==> src/rtl/roulette_spin_ctrl_if.sv <==
// Spin-controller handshake bundle: request, seed and tick in; position, step and result out.
// Latency: pure wiring; the timing of every signal is set by roulette_spin_ctrl.
// Backpressure: none; requests arriving while a spin is in progress are dropped, not queued.
// Optional feature macro: SPIN_ABORT_EN adds the spin_abort request line.
interface roulette_spin_ctrl_if;
  logic        spin_req;
  logic [15:0] seed;
  logic        tick;
`ifdef SPIN_ABORT_EN
  logic        spin_abort;
`endif
  logic        busy;
  logic [5:0]  pocket_pos;
  logic        step_pulse;
  logic        result_valid;
  logic [5:0]  result;

  // Game logic / timer side: issues requests and ticks, observes the wheel.
  modport master (
    output spin_req, seed, tick,
`ifdef SPIN_ABORT_EN
    output spin_abort,
`endif
    input  busy, pocket_pos, step_pulse, result_valid, result
  );

  // Controller side.
  modport slave (
    input  spin_req, seed, tick,
`ifdef SPIN_ABORT_EN
    input  spin_abort,
`endif
    output busy, pocket_pos, step_pulse, result_valid, result
  );
endinterface

==> src/rtl/roulette_spin_ctrl.sv <==
// Roulette wheel spin controller: full-speed stepping, staged slow-down, then the winning pocket is reported.
// Latency: outputs registered; result_valid rises one edge after the final advance tick (or after the abort).
// Backpressure: none; spin_req is honoured only in IDLE, and ticks outside FAST/DECEL are dropped.
// Optional feature macro: SPIN_ABORT_EN adds spin_abort (jump to DONE without stepping).
module roulette_spin_ctrl #(
  parameter int NUM_POCKETS = 37,
  parameter int MAX_DIVIDER = 16,
  parameter int DECEL_STEPS = 4,
  parameter int DIV_W       = 5
) (
  input  logic                 clk,
  input  logic                 rst,
  roulette_spin_ctrl_if.slave  spin_if
);

  localparam int FAST_W = $clog2(NUM_POCKETS + 64);
  localparam int LVL_W  = $clog2(DECEL_STEPS + 1);

  localparam logic [5:0]        NUM_POS6  = 6'(NUM_POCKETS);
  localparam logic [5:0]        LAST_POS  = 6'(NUM_POCKETS - 1);
  localparam logic [DIV_W-1:0]  MAX_DIV   = DIV_W'(MAX_DIVIDER);
  localparam logic [LVL_W-1:0]  LVL_RLD   = LVL_W'(DECEL_STEPS);

  typedef enum logic [1:0] {S_IDLE, S_FAST, S_DECEL, S_DONE} state_t;

  state_t              state_q, state_d;
  logic [5:0]          pocket_pos_q, pocket_pos_d;
  logic [FAST_W-1:0]   fast_left_q, fast_left_d;
  logic [LVL_W-1:0]    level_left_q, level_left_d;
  logic [DIV_W-1:0]    div_q, div_d;
  logic [DIV_W-1:0]    tick_cnt_q, tick_cnt_d;
  logic                busy_q, busy_d;
  logic                step_pulse_q, step_pulse_d;
  logic                result_valid_q, result_valid_d;
  logic [5:0]          result_q, result_d;

  logic                running;
  logic                abort_req;
  logic                advance;
  logic                fast_last;
  logic                level_last;
  logic                at_max_div;
  logic [5:0]          start_raw;
  logic [5:0]          start_pos;
  logic [FAST_W-1:0]   fast_count;
  logic [5:0]          next_pos;
  logic                unused_seed_hi;

  // Only seed[11:0] carries start position and fast length; the top nibble is deliberately dropped.
  assign unused_seed_hi = ^spin_if.seed[15:12];

  assign running = (state_q == S_FAST) || (state_q == S_DECEL);

`ifdef SPIN_ABORT_EN
  assign abort_req = running && spin_if.spin_abort;
`else
  assign abort_req = 1'b0;
`endif

  // An abort wins over a coincident advance so the reported pocket is the one on display.
  assign advance    = running && spin_if.tick && !abort_req &&
                      ((tick_cnt_q + DIV_W'(1)) == div_q);
  assign fast_last  = (fast_left_q == FAST_W'(1));
  assign level_last = (level_left_q == LVL_W'(1));
  assign at_max_div = (div_q >= MAX_DIV);

  // seed[11:6] spans 0..63, so a single conditional subtract folds it onto 0..36.
  assign start_raw  = spin_if.seed[11:6];
  assign start_pos  = (start_raw < NUM_POS6) ? start_raw : (start_raw - NUM_POS6);
  assign fast_count = FAST_W'(NUM_POCKETS) + FAST_W'(spin_if.seed[5:0]);
  assign next_pos   = (pocket_pos_q == LAST_POS) ? 6'd0 : (pocket_pos_q + 6'd1);

  // State register.
  always_ff @(posedge clk or negedge rst) begin
    if (!rst) begin
      state_q <= S_IDLE;
    end else begin
      state_q <= state_d;
    end
  end

  // Next-state decode.
  always_comb begin
    state_d = state_q;
    case (state_q)
      S_IDLE:  if (spin_if.spin_req) state_d = S_FAST;
      S_FAST: begin
        if (abort_req)                   state_d = S_DONE;
        else if (advance && fast_last)   state_d = S_DECEL;
      end
      S_DECEL: begin
        if (abort_req)                                   state_d = S_DONE;
        else if (advance && level_last && at_max_div)    state_d = S_DONE;
      end
      S_DONE:  state_d = S_IDLE;
      default: state_d = S_IDLE;
    endcase
  end

  // Datapath and registered-output next values.
  always_comb begin
    pocket_pos_d   = pocket_pos_q;
    fast_left_d    = fast_left_q;
    level_left_d   = level_left_q;
    div_d          = div_q;
    tick_cnt_d     = tick_cnt_q;
    busy_d         = busy_q;
    step_pulse_d   = 1'b0;
    result_valid_d = 1'b0;
    result_d       = result_q;

    if (state_q == S_IDLE) begin
      if (spin_if.spin_req) begin
        pocket_pos_d = start_pos;
        fast_left_d  = fast_count;
        level_left_d = '0;
        div_d        = DIV_W'(1);
        tick_cnt_d   = '0;
        busy_d       = 1'b1;
      end
    end else if (state_q == S_DONE) begin
      busy_d = 1'b0;
    end else if (spin_if.tick && !abort_req) begin
      if (advance) begin
        pocket_pos_d = next_pos;
        step_pulse_d = 1'b1;
        tick_cnt_d   = '0;
        if (state_q == S_FAST) begin
          fast_left_d = fast_left_q - FAST_W'(1);
          if (fast_last) begin
            div_d        = DIV_W'(2);
            level_left_d = LVL_RLD;
          end
        end else begin
          level_left_d = level_left_q - LVL_W'(1);
          if (level_last && !at_max_div) begin
            div_d        = div_q + DIV_W'(1);
            level_left_d = LVL_RLD;
          end
        end
      end else begin
        tick_cnt_d = tick_cnt_q + DIV_W'(1);
      end
    end

    // Capture on entry to DONE, using the post-advance position of that same edge.
    if (state_d == S_DONE) begin
      result_d       = pocket_pos_d;
      result_valid_d = 1'b1;
    end
  end

  // Datapath and output registers.
  always_ff @(posedge clk or negedge rst) begin
    if (!rst) begin
      pocket_pos_q   <= '0;
      fast_left_q    <= '0;
      level_left_q   <= '0;
      div_q          <= '0;
      tick_cnt_q     <= '0;
      busy_q         <= 1'b0;
      step_pulse_q   <= 1'b0;
      result_valid_q <= 1'b0;
      result_q       <= '0;
    end else begin
      pocket_pos_q   <= pocket_pos_d;
      fast_left_q    <= fast_left_d;
      level_left_q   <= level_left_d;
      div_q          <= div_d;
      tick_cnt_q     <= tick_cnt_d;
      busy_q         <= busy_d;
      step_pulse_q   <= step_pulse_d;
      result_valid_q <= result_valid_d;
      result_q       <= result_d;
    end
  end

  assign spin_if.busy         = busy_q;
  assign spin_if.pocket_pos   = pocket_pos_q;
  assign spin_if.step_pulse   = step_pulse_q;
  assign spin_if.result_valid = result_valid_q;
  assign spin_if.result       = result_q;

endmodule

==> src/flat_wrapper.sv <==
// flat-port wrapper written by rule: the top's interface ports become plain ports
module roulette_spin_ctrl_flat 
#(
  parameter int NUM_POCKETS = 37,
  parameter int MAX_DIVIDER = 16,
  parameter int DECEL_STEPS = 4,
  parameter int DIV_W       = 5
)
  (clk, rst, spin_if_spin_req, spin_if_seed, spin_if_tick, spin_if_busy, spin_if_pocket_pos, spin_if_step_pulse, spin_if_result_valid, spin_if_result);
  roulette_spin_ctrl_if spin_if_i ();
  input  logic clk;
  input  logic rst;
  input wire logic [$bits(spin_if_i.spin_req)-1:0] spin_if_spin_req;
  input wire logic [$bits(spin_if_i.seed)-1:0] spin_if_seed;
  input wire logic [$bits(spin_if_i.tick)-1:0] spin_if_tick;
  output wire logic [$bits(spin_if_i.busy)-1:0] spin_if_busy;
  output wire logic [$bits(spin_if_i.pocket_pos)-1:0] spin_if_pocket_pos;
  output wire logic [$bits(spin_if_i.step_pulse)-1:0] spin_if_step_pulse;
  output wire logic [$bits(spin_if_i.result_valid)-1:0] spin_if_result_valid;
  output wire logic [$bits(spin_if_i.result)-1:0] spin_if_result;
  assign spin_if_i.spin_req = spin_if_spin_req;
  assign spin_if_i.seed = spin_if_seed;
  assign spin_if_i.tick = spin_if_tick;
  assign spin_if_busy = spin_if_i.busy;
  assign spin_if_pocket_pos = spin_if_i.pocket_pos;
  assign spin_if_step_pulse = spin_if_i.step_pulse;
  assign spin_if_result_valid = spin_if_i.result_valid;
  assign spin_if_result = spin_if_i.result;
  roulette_spin_ctrl #(.NUM_POCKETS(NUM_POCKETS), .MAX_DIVIDER(MAX_DIVIDER), .DECEL_STEPS(DECEL_STEPS), .DIV_W(DIV_W)) u_core (.clk(clk), .rst(rst), .spin_if(spin_if_i));
endmodule
==> config.mk <==
export PLATFORM = sky130hd
export DESIGN_NAME = roulette_spin_ctrl_flat
export DESIGN_NICKNAME = d
export VERILOG_FILES = /design/src/rtl/roulette_spin_ctrl_if.sv /design/src/rtl/roulette_spin_ctrl.sv /design/src/flat_wrapper.sv
export SDC_FILE = /design/constraint.sdc
export NUM_CORES = 1
export LEC_CHECK = 0
export CELL_PAD_IN_SITES_DETAIL_PLACEMENT = 1
export CELL_PAD_IN_SITES_GLOBAL_PLACEMENT = 2
export CORE_ASPECT_RATIO = 1.2
export CORE_MARGIN = 2
export CORE_UTILIZATION = 33
export DETAILED_ROUTE_END_ITERATION = 8
export GPL_ROUTABILITY_DRIVEN = 0
export PLACE_DENSITY = 0.76
export SLEW_MARGIN = 20
export SYNTH_ARGS = -nofsm -noshare
export SYNTH_HDL_FRONTEND = slang
export SYNTH_SLANG_ARGS = --single-unit
==> constraint.sdc <==
create_clock -name clk -period 3.8 [get_ports clk]
set_input_delay 0.38 -clock clk [delete_from_list [all_inputs] [get_ports clk]]
set_output_delay 0.38 -clock clk [all_outputs]
set_load 0.005 [all_outputs]
# == Word level (Yosys, flattened, before mapping) ==
# Index checks and enable logic that the tools add are counted.
# word_totals
ff_bits,37
inputBits,20
word_cells,95
# classes
addsub,7
order_cmp,2
eq_ne,11
n_mux,46
n_reduce_logical,19
# op_table
op,n
$mux 5,13
$mux 6,7
$mux 7,6
$mux 3,8
$add 5x1->5 const B,2
$reduce_and 5->1,2
$mux 1,8
$pmux 2 s4,1
$reduce_bool 2->1,4
$add 6x6->7 const A,1
$eq 7x1->1 const B,1
$sub 7x1->7 const B,1
$add 6x1->6 const B,1
$eq 2x2->1 const B,3
$eq 6x6->1 const B,1
$logic_and 1x1->1,6
$lt 6x6->1 const B,1
$mux 2,3
$reduce_and 6->1,1
$sub 6x6->6 const B,1
$eq 5x5->1,1
$ge 5x5->1 const B,1
$eq 3x1->1 const B,1
$ne 3x2->1 const B,1
10 further kinds,10

# == Logic depth before layout (Yosys ltp) ==
# depth
ltp_word,10
depth_mapped,11
ltp_nobuf,8

# == Least setup slack after synthesis ==
# Ideal clock, no wire load.
# synth_timing
path_kind,flip-flop to flip-flop
start,reg u_core.tick_cnt_q[0]
end,"reg u_core.result_q[3], in the netlist u_core.spin_if.result[3]"
arrival_ns,2.606
slack_ns,1.069
path_stages_with_launch,8
period_less_slack_ns,2.731
path_cell_list,dfrtp_1 -> ha_1 -> o21ba_2 -> a221o_2 -> a211o_4 -> o311a_1 -> or3_4 -> mux2_4
# synth_rtl
item,line,rtl
"start, declared",roulette_spin_ctrl.sv:31,"logic [DIV_W-1:0] tick_cnt_q, tick_cnt_d;"
"start signal, assigned",roulette_spin_ctrl.sv:170,tick_cnt_q <= tick_cnt_d;
$add 5x1->5,roulette_spin_ctrl.sv:62,((tick_cnt_q + DIV_W'(1)) == div_q);
$eq 5x5->1,roulette_spin_ctrl.sv:62,
$logic_and 1x1->1,roulette_spin_ctrl.sv:61,assign advance = running && spin_if.tick && !abort_req &&
$mux 6,roulette_spin_ctrl.sv:124,if (advance) begin
$mux 6,roulette_spin_ctrl.sv:123,end else if (spin_if.tick && !abort_req) begin
$mux 6,roulette_spin_ctrl.sv:121,end else if (state_q == S_DONE) begin
$mux 6,roulette_spin_ctrl.sv:112,if (state_q == S_IDLE) begin
via u_core.pocket_pos_d[3],roulette_spin_ctrl.sv:27,"logic [5:0] pocket_pos_q, pocket_pos_d;"
"end signal, assigned",roulette_spin_ctrl.sv:174,result_q <= result_d;
"end, declared",roulette_spin_ctrl.sv:35,"logic [5:0] result_q, result_d;"
# The timed path passes the listed nets, and every way through them passes these cells.
# A chain may end at the register's enable or synchronous reset.

# == Worst setup path in the final report ==
# layout_timing
start,reg u_core.tick_cnt_q[0]
end,"reg u_core.result_q[1], in the netlist u_core.spin_if.result[1]"
# layout_between
elab_chain_len,8
# layout_rtl
item,line,rtl
$add 5x1->5 (*),roulette_spin_ctrl.sv:62,
$eq 5x5->1 (*),roulette_spin_ctrl.sv:62,
$logic_and 1x1->1 (*),roulette_spin_ctrl.sv:61,
$logic_and 1x1->1 (2 in a row),roulette_spin_ctrl.sv:93,else if (advance && level_last && at_max_div) state_d = S_DONE;
$mux 2,roulette_spin_ctrl.sv:93,
$pmux 2 s4,roulette_spin_ctrl.sv:85,case (state_q)
$eq 2x2->1,roulette_spin_ctrl.sv:147,if (state_d == S_DONE) begin
# Mark *: on every way between the ends. The rest lies on a longest branch, timed or not.

==> reports/qor.yml <==
sta:
  fmax_mhz: 333
  clock_skew_ns: 0.00582
  max_slew.worst_pin.slew_ns: 0.874
  final-max-slew-violation-count: 0
  setup_tns_ns: 0
  setup_slack_ns: 0.794
  setup_viol: 0
  fin_crit_sh_pct: 79.1
  final.min_clock_period_ns: 3.01
  rsz0062_at_grt: "false"
  final_hold_viol_count: 0
  max_slew_margin_pct: 41.7
routing:
  dr.pass1.iters: 4
  post_drt_wl_per_cell_um: 16.2
  wl_mm: 6.58
  ant_nets: 0
  vias_per_cell: 5.45
  drt_iter0_markers: 62
  dr_total_vias: 2218
  drc: 0
critical_path:
  slowest_delay_ns: 0.52
  path_buf_inv: 0
  crit_type: "register to register"
  cpMaxStageDelayCell: "a211oi_4"
  path_max_fanout: 7
  path_delay_family: "compound AO/OA/AOI/OAI gates"
  crit_required_ns: 3.98
  worstSetupStartpointType: "register"
  crit_chain: "ha_1, o21ba_2, a221o_2, a211oi_2, nand3_1, a211oi_4, mux2_2"
  cp.arrival_ns: 3.18
  cp-end-kind: "register"
cells_and_area:
  post_route_cells_drive_above_1_share_pct: 8.83
  antenna_cells: 0
  final_util_pct: 41.4
  area_delta_synth_final_pct: 20.3
  layout_common_cells: "37 x dfrtp_1, 35 x o21ai_0, 29 x clkdlybuf4s50_1"
  final_common_cell: "dfrtp_1"
  nets: 352
floorplanning:
  rows: 34
  core_area_um2: 7320
  initial_utilization_pct: 34.4
  die_area_um2: 8350
  die_h_um: 99.7
  pin_count: 35
  dieWidth_um: 83.8
logic_synthesis:
  ys_ff_latch: 37
  avgSynthCellArea_um2: 8.81
  synthDistinctLibCells: 58
  synth_edf_count: 0
  ys_async_sr_fraction_pct: 100
  syn_inst: 286
  ys_warn_count: 0
  yosysSeqAreaShare_pct: 36.7
  synth_ff_type: "dfrtp_1"
  syn_nets: 322
  syn_area_um2: 2520
place:
  hpwl_mm: 4.83
  portBuffers: 30
  pre_cts_ws_ns: 0.814
status:
  outcome: "finished clean"
clocking:
  h-tree-depth: 2
  post_cts_buffers: 0
  cts_tree: "built"
  clock-root-buffer: "clkbuf_8"
  clk_pin_slew_ns: 0.08
  cts_buffers: 5
  ctsHoldBuffers: 0
  clock_latency_ns: 0.29
  clock_sinks: 37
  cts.repair.resized: 0
  cts_buffer_depth: 2
hold_path:
  min_path_type: "input pin to asynchronous set/reset pin"
power_and_ir_drop:
  switching_share_pct: 43.3
  combPwrFrac_pct: 47.4
  switching_power_w: 0.000909
  pwr-share-seq_pct: 35.2
  max-vdd-ir-drop_mv: 0.284
  leakagePower_nw: 1.25
  p_clk_share_pct: 17.4
  intPower_w: 0.00119
  power.density_nw_per_um2: 693
global_routing:
  grt_usage_pct: 16.9
  grt_first_pass_wirelength_mm: 11.5
  antenna_found_initial: 0
  grt_max_degree: 38
  first_global_vias: 2306
  grt_remaining_overflow: 0
job:
  cap_violations: 0
==> Yosys cell counts (all sizes together) (3+ instances only) <==
master  count  area share (%)
a211oi      5             2.2
a21oi      15             3.0
a31oi       3            0.74
clkbuf      8             1.2
dfrtp      37              37
ha         16             7.9
inv        18             2.7
mux2        6             2.8
mux2i       5             2.0
nand2      26             3.9
nand3      14             2.8
nor2       23             3.4
nor3        9             1.8
nor3b       4             1.2
nor4        3            0.74
o21ai      36             7.1
o22a        3             1.0
or3         4             1.2
xnor2       6             2.1
xor2        5             1.7
==> worst reg2reg max path, delay by kind of cell, from the launching register on <==
| family | cells | cell delay (ns) |
|---|---|---|
| adder cells (fa/ha/maj) | 1 | 0.30 |
| flip-flops | 1 | 0.45 |
| AO/OA/AOI/OAI | 4 | 1.53 |
| multiplexers | 1 | 0.40 |
| AND/OR/NAND/NOR | 1 | 0.22 |
==> power groups by stage <==
stage / Sequential (W) / Clock, W / Combinational [W]
2_1_floorplan: 0.000677 / 0 / 0.000723
3_3_place_gp: 0.000742 / 0 / 0.000970
3_5_place_dp: 0.000749 / 0 / 0.000997
4_1_cts: 0.000741 / 0.000380 / 0.00101
5_1_grt: 0.000773 / 0.000392 / 0.00114
6_report: 0.000739 / 0.000364 / 0.000995
==> worst paths after layout <==
kind | startpoint | endpoint | slack, ns | cells past startpoint
min reg2reg | u_core.spin_if.result[4]$_DFFE_PN0N_ | u_core.spin_if.result[4]$_DFFE_PN0N_ | 0.50 | 1
max reg2reg | u_core.tick_cnt_q[0]$_DFFE_PN0P_ | u_core.spin_if.result[1]$_DFFE_PN0N_ | 0.79 | 7
min in group clk | u_core.spin_if.result[4]$_DFFE_PN0N_ | u_core.spin_if.result[4]$_DFFE_PN0N_ | 0.50 | 1
max in group asynchronous | rst | u_core.spin_if.result[1]$_DFFE_PN0N_ | 3.05 | 1
min | rst | u_core.tick_cnt_q[3]$_DFFE_PN0P_ | 0.19 | 1
max | u_core.tick_cnt_q[0]$_DFFE_PN0P_ | u_core.spin_if.result[1]$_DFFE_PN0N_ | 0.79 | 7
==> per-layer routing <==
layer	wire length [um]	GRT usage [%]
met5	0	0
met4	80	4.84
met3	140	2.57
met2	3190	29.0
met1	3160	22.1
==> metrics by stage <==
stage | cell area, um^2 | power (W) | hold slack [ns] | cells
6_report | 3030 | 0.00210 | 0.191 | 407
5_1_grt | 3030 | 0.00231 | 0.281 | 407
4_1_cts | 3030 | 0.00213 | 0.236 | 407
3_5_place_dp | 2910 | 0.00175 | 0.488 | 399
3_3_place_gp | 2910 | 0.00171 | 0.478 | 399
2_1_floorplan | 2520 | 0.00140 | 0.0844 | 286
==> logic make-up after synthesis <==
logic type,count (synthesis),synth area share (%)
AND/OR/NAND/NOR,99,19.9
AO/OA/AOI/OAI,84,22.5
flip-flops,37,36.7
buffers and inverters,28,4.27
adder cells (fa/ha/maj),16,7.94
XOR/XNOR,11,3.82
multiplexers,11,4.82
==> sequential cells by signal, summed over array words and instances, names as in the netlist <==
signal	cells
u_core.state_q	2
u_core.spin_if.step_pulse	1
u_core.div_q	5
u_core.spin_if.result_valid	1
u_core.spin_if.pocket_pos	6
u_core.spin_if.result	6
u_core.spin_if.busy	1
u_core.tick_cnt_q	5
u_core.level_left_q	3
u_core.fast_left_q	7
==> area by class of cell <==
| cell class | instances | area (um^2) |
|---|---|---|
| fill | 882 | 4290 |
| tap | 90 | 113 |
| sequential | 37 | 926 |
| clock buffer | 6 | 82.6 |
| clock inverter | 2 | 37.5 |
| multi-input combinational | 221 | 1490 |
| timing repair buffer | 33 | 318 |
| inverter | 18 | 67.6 |
Power figures use the tool's default switching activity.
==> RTL edit, RTL diff (same settings) <==
`result_q` no longer has a reset.
--- a/src/rtl/roulette_spin_ctrl.sv
+++ b/src/rtl/roulette_spin_ctrl.sv
@@ -161,7 +161,6 @@
       busy_q         <= 1'b0;
       step_pulse_q   <= 1'b0;
       result_valid_q <= 1'b0;
-      result_q       <= '0;
     end else begin
       pocket_pos_q   <= pocket_pos_d;
       fast_left_q    <= fast_left_d;
@@ -171,8 +170,11 @@
       busy_q         <= busy_d;
       step_pulse_q   <= step_pulse_d;
       result_valid_q <= result_valid_d;
-      result_q       <= result_d;
     end
+  end
+
+  always_ff @(posedge clk) begin
+    result_q <= result_d;
   end
 
   assign spin_if.busy         = busy_q;
Check against the original RTL: no difference found for any inputs over 10 cycles, from zero or initial values and one cycle with rst low; that may be too few to reach the edited logic, so the function may still have changed.
==> RTL edit against the unedited design <==
- setup slack gained 250 ps
- total power shrank 1.9%
- wire length grew 9.1%
- die area grew 5.5%
- maximum frequency grew 9.0%
- synthesized cell count grew 3.5%
- combinational power shrank 5.2%
- area after synthesis grew 5.7%
- design area grew 5.6%
- sequential cell count is the same
- first-iteration DRC count grew 60%
- cell count grew 2.9%
- critical path type unchanged
==> RTL edit: results (changes against the unedited design) <==
placement:
  hpwl_mm: 5.204  # was 4.826 mm
  dp.cells: 411  # was 399
setup_path:
  r2r_setup_slack_ps: 1040  # was 790 ps
  r2r_cells: 8  # was 7
  cp_top_family: "simple AND/OR/NAND/NOR gates"  # was compound AO/OA/AOI/OAI gates
  path_max_fanout: 9  # was 7
  startpoint: "u_core.state_q[1]$_DFF_PN0_"  # was u_core.tick_cnt_q[0]$_DFFE_PN0P_
  worstPathArrival_ps: 2770  # was 3180 ps
  crit_slowest_cell: "dfrtp_1"  # was a211oi_4
detailed_routing:
  wire_per_inst_um: 17.12  # was 16.16 um
  met2WireLength_mm: 3.576  # was 3.191 mm
  wl_met3_um: 156  # was 140 um
  vias: 2382  # was 2218
  drt-initial-drc-count: 99  # was 62
final_layout:
  inv_count: 21  # was 18
  flops_and_latches: 37  # unchanged
  multi_input_comb_cells: 225  # was 221
  sh_seq_area: 0.2987  # was 0.3055
  area_share_nonclk_buffers: 0.1079  # was 0.1049
  buffers: 36  # was 33
  drive_gt1_frac: 0.08869  # was 0.08833
  multi_input_area_um2: 1572  # was 1486 um2
  final_cell_count_no_fill: 419  # was 407
  final-clk-cell-share: 0.04183  # was 0.03964
  nets: 362  # was 352
synthesis:
  synth_enable_flop_cells: 6  # was 0
  yosys-top-cells-area: "dfrtp_1, ha_1, edfxtp_1"  # was dfrtp_1, ha_1, o21ai_0
  syn_nets: 332  # was 322
  seq_area_frac_synth: 0.3589  # was 0.3674
  async_flop_share: 0.8378  # was 1.000
  synthTopCellsByCount: "dfrtp_1, nand2_1, nor2_1, inv_1, ha_1"  # was dfrtp_1, o21ai_0, nand2_1, nor2_1, inv_1
power:
  clock_power_share: 0.202  # was 0.174
  powerComb_mw: 0.943  # was 0.995 mW
  p_leak_nw: 1.295  # was 1.249 nW
  peakVddDrop_uv: 260.1  # was 284.5 uV
grt:
  gr-usage-met2: 0.3083  # was 0.2898
  grt_pass1_wl_mm: 11.96  # was 11.51 mm
  grt_max_degree: 32  # was 38
  met1_usage: 0.2150  # was 0.2210
  grt_usage: 0.1734  # was 0.1689
  use_met3: 0.02342  # was 0.02573
sta:
  worstMarginPinSlew_ps: 599.9  # was 873.8 ps
  finClkSkew_ps: 6.238  # was 5.821 ps
outcome:
  status: "completed"  # unchanged
-- RTL edit: cell count changes after synthesis, moves of 5 or more --
cell / before / now
o21ai_0: 35 / 15
dfrtp_1: 37 / 31
edfxtp_1: 0 / 6
o22ai_1: 0 / 5
or4_1: 1 / 6
-- RTL edit: cell families after synthesis --
logic type | synth area share
XOR/XNOR | 0.03852
flip-flops | 0.3589
AO/OA/AOI/OAI | 0.2363
AND/OR/NAND/NOR | 0.2090
adder cells (fa/ha/maj) | 0.07515
multiplexers | 0.03100
buffers and inverters | 0.05119
-- RTL edit: metrics by stage --
| stage | instance area (um2) | hold WS, ps | power (mW) | worst slack, ps |
|---|---|---|---|---|
| floorplan | 2664 | 84.41 | 1.319 | 1018 |
| global placement | 3067 | 490.2 | 1.633 | 1048 |
| detailed placement | 3067 | 508.1 | 1.655 | 1036 |
| CTS | 3201 | 505.4 | 2.078 | 1022 |
| global route | 3201 | 542.0 | 2.220 | 781.2 |
| finish | 3201 | 478.7 | 2.059 | 1043 |
